**src/rtl/ram_pkg.sv**
```systemverilog
// Shared constants, length type and FSM state encoding for the CPU RAM reader.
package ram_pkg;

  localparam int unsigned RAM_ADDR_WIDTH = 10;
  localparam int unsigned RAM_DATA_WIDTH = 8;

  typedef logic [RAM_ADDR_WIDTH:0] len_t;

  typedef enum logic [1:0] {
    IDLE  = 2'd0,
    READ  = 2'd1,
    DRAIN = 2'd2,
    DONE  = 2'd3
  } rd_state_e;

endpackage

```
**src/rtl/ram_reader_fifo2.sv**
```systemverilog
// Two-entry FIFO that buffers RAM read data ahead of the output stream.
module ram_reader_fifo2 #(
  parameter int unsigned WIDTH = 8
) (
  input  logic             clk_i,
  input  logic             rst_ni,
  input  logic             flush_i,
  input  logic             push_i,
  input  logic [WIDTH-1:0] data_i,
  input  logic             pop_i,
  output logic [WIDTH-1:0] data_o,
  output logic [1:0]       count_o
);

  logic [WIDTH-1:0] mem_q [2];
  logic             wr_ptr_q;
  logic             rd_ptr_q;
  logic [1:0]       count_q;
  logic             do_push;
  logic             do_pop;

  assign do_pop  = pop_i && (count_q != 2'd0);
  assign do_push = push_i && ((count_q != 2'd2) || do_pop);

  always_ff @(posedge clk_i or negedge rst_ni) begin
    if (!rst_ni) begin
      for (int unsigned i = 0; i < 2; i++) mem_q[i] <= '0;
      wr_ptr_q <= 1'b0;
      rd_ptr_q <= 1'b0;
      count_q  <= '0;
    end else if (flush_i) begin
      wr_ptr_q <= 1'b0;
      rd_ptr_q <= 1'b0;
      count_q  <= '0;
    end else begin
      if (do_push) begin
        mem_q[wr_ptr_q] <= data_i;
        wr_ptr_q        <= ~wr_ptr_q;
      end
      if (do_pop) rd_ptr_q <= ~rd_ptr_q;
      count_q <= count_q + {1'b0, do_push} - {1'b0, do_pop};
    end
  end

  assign data_o  = mem_q[rd_ptr_q];
  assign count_o = count_q;

endmodule

```
**src/rtl/ram_reader.sv**
```systemverilog
// Read-side DMA engine: streams Length bytes from the CPU RAM starting at Base.
// Define RAM_READER_SUM_EN to add the Sum output (mod-2**DATA_WIDTH sum of popped bytes).
module ram_reader
  import ram_pkg::*;
#(
  parameter int unsigned ADDR_WIDTH = RAM_ADDR_WIDTH,
  parameter int unsigned DATA_WIDTH = RAM_DATA_WIDTH
) (
  input  logic                  Clock,
  input  logic                  Reset,
  input  logic                  Start,
  input  logic                  Abort,
  input  logic [ADDR_WIDTH-1:0] Base,
  input  logic [ADDR_WIDTH:0]   Length,
  output logic                  Busy,
  output logic                  Done,
  output logic [ADDR_WIDTH-1:0] RamAddr,
  output logic                  RamCE,
  output logic                  RamWE,
  input  logic [DATA_WIDTH-1:0] RamQ,
  output logic [DATA_WIDTH-1:0] StrData,
  output logic                  StrValid,
  input  logic                  StrReady
`ifdef RAM_READER_SUM_EN
  ,
  output logic [DATA_WIDTH-1:0] Sum
`endif
);

  rd_state_e             state_q, state_d;
  logic [ADDR_WIDTH-1:0] addr_q;
  logic [ADDR_WIDTH:0]   remain_q;
  logic                  in_flight_q;
  logic [1:0]            occ;
  logic                  pop;
  logic                  issue;
  logic                  credit_ok;
  logic                  start_acc;
  logic                  abort_act;

  assign pop       = StrValid & StrReady;
  assign start_acc = (state_q == IDLE) && Start;
  assign abort_act = Abort && ((state_q == READ) || (state_q == DRAIN));
  // Buffered plus in-flight bytes, net of this cycle's pop, must leave room for the new read.
  assign credit_ok = ({1'b0, occ} + {2'b00, in_flight_q}) < (3'd2 + {2'b00, pop});

  always_comb begin
    state_d = state_q;
    issue   = 1'b0;
    unique case (state_q)
      IDLE: begin
        if (Start) state_d = (Length == '0) ? DONE : READ;
      end
      READ: begin
        if (Abort) begin
          state_d = IDLE;
        end else begin
          issue = credit_ok;
          if (issue && (remain_q == (ADDR_WIDTH+1)'(1))) state_d = DRAIN;
        end
      end
      DRAIN: begin
        if (Abort) state_d = IDLE;
        else if (pop && (occ == 2'd1) && !in_flight_q) state_d = DONE;
      end
      DONE: state_d = IDLE;
      default: state_d = IDLE;
    endcase
  end

  always_ff @(posedge Clock or negedge Reset) begin
    if (!Reset) begin
      state_q     <= IDLE;
      addr_q      <= '0;
      remain_q    <= '0;
      in_flight_q <= 1'b0;
    end else begin
      state_q     <= state_d;
      in_flight_q <= issue;
      if (start_acc) begin
        addr_q   <= Base;
        remain_q <= Length;
      end else if (issue) begin
        addr_q   <= addr_q + ADDR_WIDTH'(1);
        remain_q <= remain_q - (ADDR_WIDTH+1)'(1);
      end
    end
  end

  ram_reader_fifo2 #(
    .WIDTH(DATA_WIDTH)
  ) u_fifo (
    .clk_i  (Clock),
    .rst_ni (Reset),
    .flush_i(abort_act),
    .push_i (in_flight_q),
    .data_i (RamQ),
    .pop_i  (pop),
    .data_o (StrData),
    .count_o(occ)
  );

  assign StrValid = (occ != 2'd0);
  assign Busy     = (state_q == READ) || (state_q == DRAIN);
  assign Done     = (state_q == DONE);
  assign RamCE    = issue;
  assign RamWE    = 1'b0;
  assign RamAddr  = addr_q;

`ifdef RAM_READER_SUM_EN
  logic [DATA_WIDTH-1:0] sum_q;

  always_ff @(posedge Clock or negedge Reset) begin
    if (!Reset)         sum_q <= '0;
    else if (start_acc) sum_q <= '0;
    else if (pop)       sum_q <= sum_q + StrData;
  end

  assign Sum = sum_q;
`endif

endmodule

```
**config.mk**
```make
export PLATFORM = sky130hd
export DESIGN_NAME = ram_reader
export DESIGN_NICKNAME = d
export VERILOG_FILES = /design/src/rtl/ram_pkg.sv /design/src/rtl/ram_reader_fifo2.sv /design/src/rtl/ram_reader.sv
export SDC_FILE = /design/constraint.sdc
export NUM_CORES = 1
export LEC_CHECK = 0
export CAP_MARGIN = 5
export CORE_AREA = 3 3 75 77
export DETAILED_ROUTE_END_ITERATION = 12
export DIE_AREA = 0 0 78 80
export PLACE_DENSITY = 0.78
export SYNTH_ARGS = -nofsm -noshare
export SYNTH_HDL_FRONTEND = slang
export SYNTH_SLANG_ARGS = --single-unit
```
**constraint.sdc**
```tcl
create_clock -name Clock -period 2.66 [get_ports Clock]
set_input_delay 0.266 -clock Clock [delete_from_list [all_inputs] [get_ports Clock]]
set_output_delay 0.266 -clock Clock [all_outputs]
set_load 0.05 [all_outputs]
```
==> results of run 1 <==
through the flow:
step / worst slack, ps / utilization / cells / hold slack, ps
floorplan: 382 / - / 231 / -29.6
global placement: 606 / 0.604 / 349 / 481
detailed placement: 561 / 0.604 / 349 / 475
CTS: 272 / 0.620 / 356 / 146
global route: 165 / 0.620 / 356 / 198
finish: 299 / 0.620 / 356 / 117
final cells by class:
type,count,share of cell area
Inverter,9,0.0107
Timing Repair Buffer,58,0.180
Sequential cell,44,0.350
Clock inverter,2,0.00397
Tap cell,70,0.0278
Multi-Input combinational cell,168,0.406
Clock buffer,5,0.0219
state kept, by name (all words and copies together) (netlist names):
name / flops
u_fifo.mem_q: 16
RamAddr: 10
u_fifo.rd_ptr_q: 1
state_q: 2
u_fifo.wr_ptr_q: 1
remain_q: 11
in_flight_q: 1
u_fifo.count_o: 2
Yosys cell counts, types with 2 or more instances:
cell | number | share of area
xnor2_1 | 16 | 0.057
mux2_4 | 8 | 0.049
nor3_1 | 8 | 0.016
ha_1 | 12 | 0.061
mux2i_1 | 2 | 0.0081
nor4_1 | 2 | 0.0051
a21oi_1 | 26 | 0.053
nand2_1 | 6 | 0.0091
and3_1 | 2 | 0.0051
nand4b_1 | 2 | 0.0071
nor3b_1 | 2 | 0.0061
xor2_1 | 7 | 0.025
inv_1 | 8 | 0.012
nand4_1 | 2 | 0.0051
dfrtp_1 | 44 | 0.45
nand3_1 | 6 | 0.012
mux2_2 | 18 | 0.082
buf_2 | 3 | 0.0061
nor2_1 | 26 | 0.040
nor4b_1 | 2 | 0.0071
clkbuf_1 | 5 | 0.0076
nand2b_1 | 3 | 0.0076
critical path, stage by stage (launching register included):
cell and delay [ps]:
dfrtp_1 410, ha_1 210, ha_1 270, nor2_1 120, a21oi_1 70, buf_4 180, nor2_2 290, buf_4 260
where the power goes:
| group | switching, uW | internal, uW | leakage (uW) |
|---|---|---|---|
| sequential | 329 | 1000 | 0.000517 |
| combinational | 1390 | 1050 | 0.000737 |
| clock | 223 | 178 | 0.0000400 |
| total | 1940 | 2230 | 0.00129 |
kinds of logic after synthesis:
kind of cell	Yosys count
simple gates	70
flops	44
compound gates	34
mux	28
xor+xnor	23
buf+inv	19
fa+ha+maj	12
other cells	1
per-layer routing:
layer / part of all wire / up-vias
met5: 0 / -
met2: 0.48 / 35
met4: 0.014 / 0
li1: - / 902
met1: 0.46 / 863
met3: 0.044 / 5
cell usage in the layout, fill, tap and decap left out, types with 2 or more instances in the layout:
master | Yosys | layout
nor4_1 | 2 | 2
dfrtp_1 | 44 | 44
nor3b_1 | 2 | 2
nand4b_1 | 2 | 2
nand4_1 | 2 | 2
nand2_1 | 6 | 6
mux2i_1 | 2 | 2
clkbuf_8 | 0 | 5
ha_1 | 12 | 12
and3_1 | 2 | 2
buf_4 | 1 | 4
mux2_2 | 18 | 18
xnor2_1 | 16 | 16
a21oi_1 | 26 | 26
nor2_1 | 26 | 26
nor4b_1 | 2 | 2
nor3_1 | 8 | 8
clkdlybuf4s50_1 | 0 | 53
nand3_1 | 6 | 6
inv_1 | 8 | 8
nand2b_1 | 3 | 3
xor2_1 | 7 | 7
mux2_4 | 8 | 8
how the worst max path moves through the flow:
stage	startpoint	endpoint	slack (ps)
3_5_place_dp	StrReady	RamCE	560
4_1_cts	in_flight_q	RamCE	270
3_3_place_gp	StrReady	RamCE	610
5_1_grt	in_flight_q	RamCE	170
2_1_floorplan	in_flight_q	remain_q[1]	380
6_report	in_flight_q	RamCE	300
==> flow_metrics.py, run 1 <==
metrics = {
    "route": {
        "drt.antenna.violating_nets": 0,
        "drt_iter0_drc": 54,
        "routedWlPerCell_um": 14.0,
        "dr.pass1.iters": 4,
        "dr_total_vias": 1805,
        "remaining_drc_errors": 0,
        "viasPerCell": 5.07,
        "wl_um": 5000,
    },
    "critical_path": {
        "critical_path_class": "flop to primary output",
        "rr_endpoint": "remain_q[1]",
        "cp.arrival_ps": 2090,
        "crit_path_max_fanout": 10,
        "r2r_setup_slack_ps": 650,
        "critical_path_required_ps": 2390,
        "critPathCaptureType": "primary output",
        "r2r-start": "in_flight_q",
        "worstSetupStartpointType": "flop",
        "reg2regPathDepth": 8,
    },
    "layout": {
        "drive_gt1_frac": 0.161,
        "nets": 332,
        "diodes": 0,
        "stdcell_area_um2": 3150,
        "seqCellArea_um2": 1100,
        "fillers": 449,
        "multi_input_area_um2": 1280,
        "area_growth_pct": 27.7,
    },
    "flow_run": {
        "cap_violations": 0,
    },
    "cts": {
        "cts_resized": 0,
        "cts_buffers": 5,
        "clk_pin_slew_ps": 80,
        "clock_latency_ps": 300,
        "post_cts_buffers": 0,
        "clk_path_buf_depth": 2,
        "hold_buffers": 0,
        "root_buffer": "clkbuf_8",
        "h-tree-depth": 2,
        "clkSinkCount": 44,
        "cts_tree": "built",
    },
    "logic_synthesis": {
        "synth_compound_area_frac": 0.0766,
        "synth_edf_count": 0,
        "synth_cell_types": 43,
        "async_flop_share": 1.00,
        "synth_warnings": 0,
        "ys_ff_latch": 44,
        "synth_ff_type": "dfrtp_1",
        "synth-xor-area-share": 0.0817,
        "syn_nets": 277,
        "netlist_instances": 231,
        "yosys.area_share.simple": 0.159,
        "synth_area_per_cell_um2": 10.7,
        "yosys.area_share.adder": 0.0609,
        "synth_top_family_by_area": "simple AND/OR/NAND/NOR gates",
        "ys_seq_area_frac": 0.446,
        "muxShareOfSynthArea": 0.139,
        "netlist_area_um2": 2470,
    },
    "place": {
        "gp_congestion": 0.820,
        "dp_hpwl_um": 3720,
        "post_dp_cell_area_um2": 3070,
        "port_buffers": 55,
    },
    "run_status": {
        "status": "complete, no violations",
    },
    "sta": {
        "tightestPinTransition_ps": 959,
        "setup_viol": 0,
        "fin_skew_ps": 5.19,
        "grt_setup_unrepaired": "false",
        "finalHoldViolations": 0,
        "max_slew_margin": 0.361,
        "finalSetupTns_ps": 0,
        "fin_crit_sh": 0.888,
        "fmax_mhz": 424,
        "timing.final.max_slew_violations": 0,
        "fin_crit_ps": 2360,
    },
    "global_routing": {
        "antenna_found_initial": 0,
        "grt_pass1_vias": 1910,
        "grt_pass1_wl_um": 8730,
        "grt_max_degree": 45,
        "grt.busiest_layer": "met2",
        "grt_use_total": 0.177,
        "use_met1": 0.228,
        "grt-ovfl-total": 0,
        "grt_use_met2": 0.294,
        "grtUsageMet3": 0.0395,
    },
    "power_and_ir_drop": {
        "finalPower_uw": 4170,
        "ir_drop_v": 0.000767,
        "leakagePower_uw": 0.00129,
        "p_per_area_nw_per_um2": 1320,
    },
    "floorplanning": {
        "ios": 57,
        "fp-row-count": 26,
        "die_area_um2": 6240,
        "fp.dieW_um": 78,
        "die_y_um": 80,
        "core-area_um2": 5070,
        "start_util": 0.486,
    },
    "min_path": {
        "hold_path_class": "input pin to asynchronous set/reset pin",
    },
}
Note: power is estimated with default switching activity, not from simulation.
==> run 2: changes to the inputs <==
GPL_TIMING_DRIVEN = 1   (was not set)
==> results of run 2 <==
The final DEF is identical to that of run 1; final timing and power are the same.
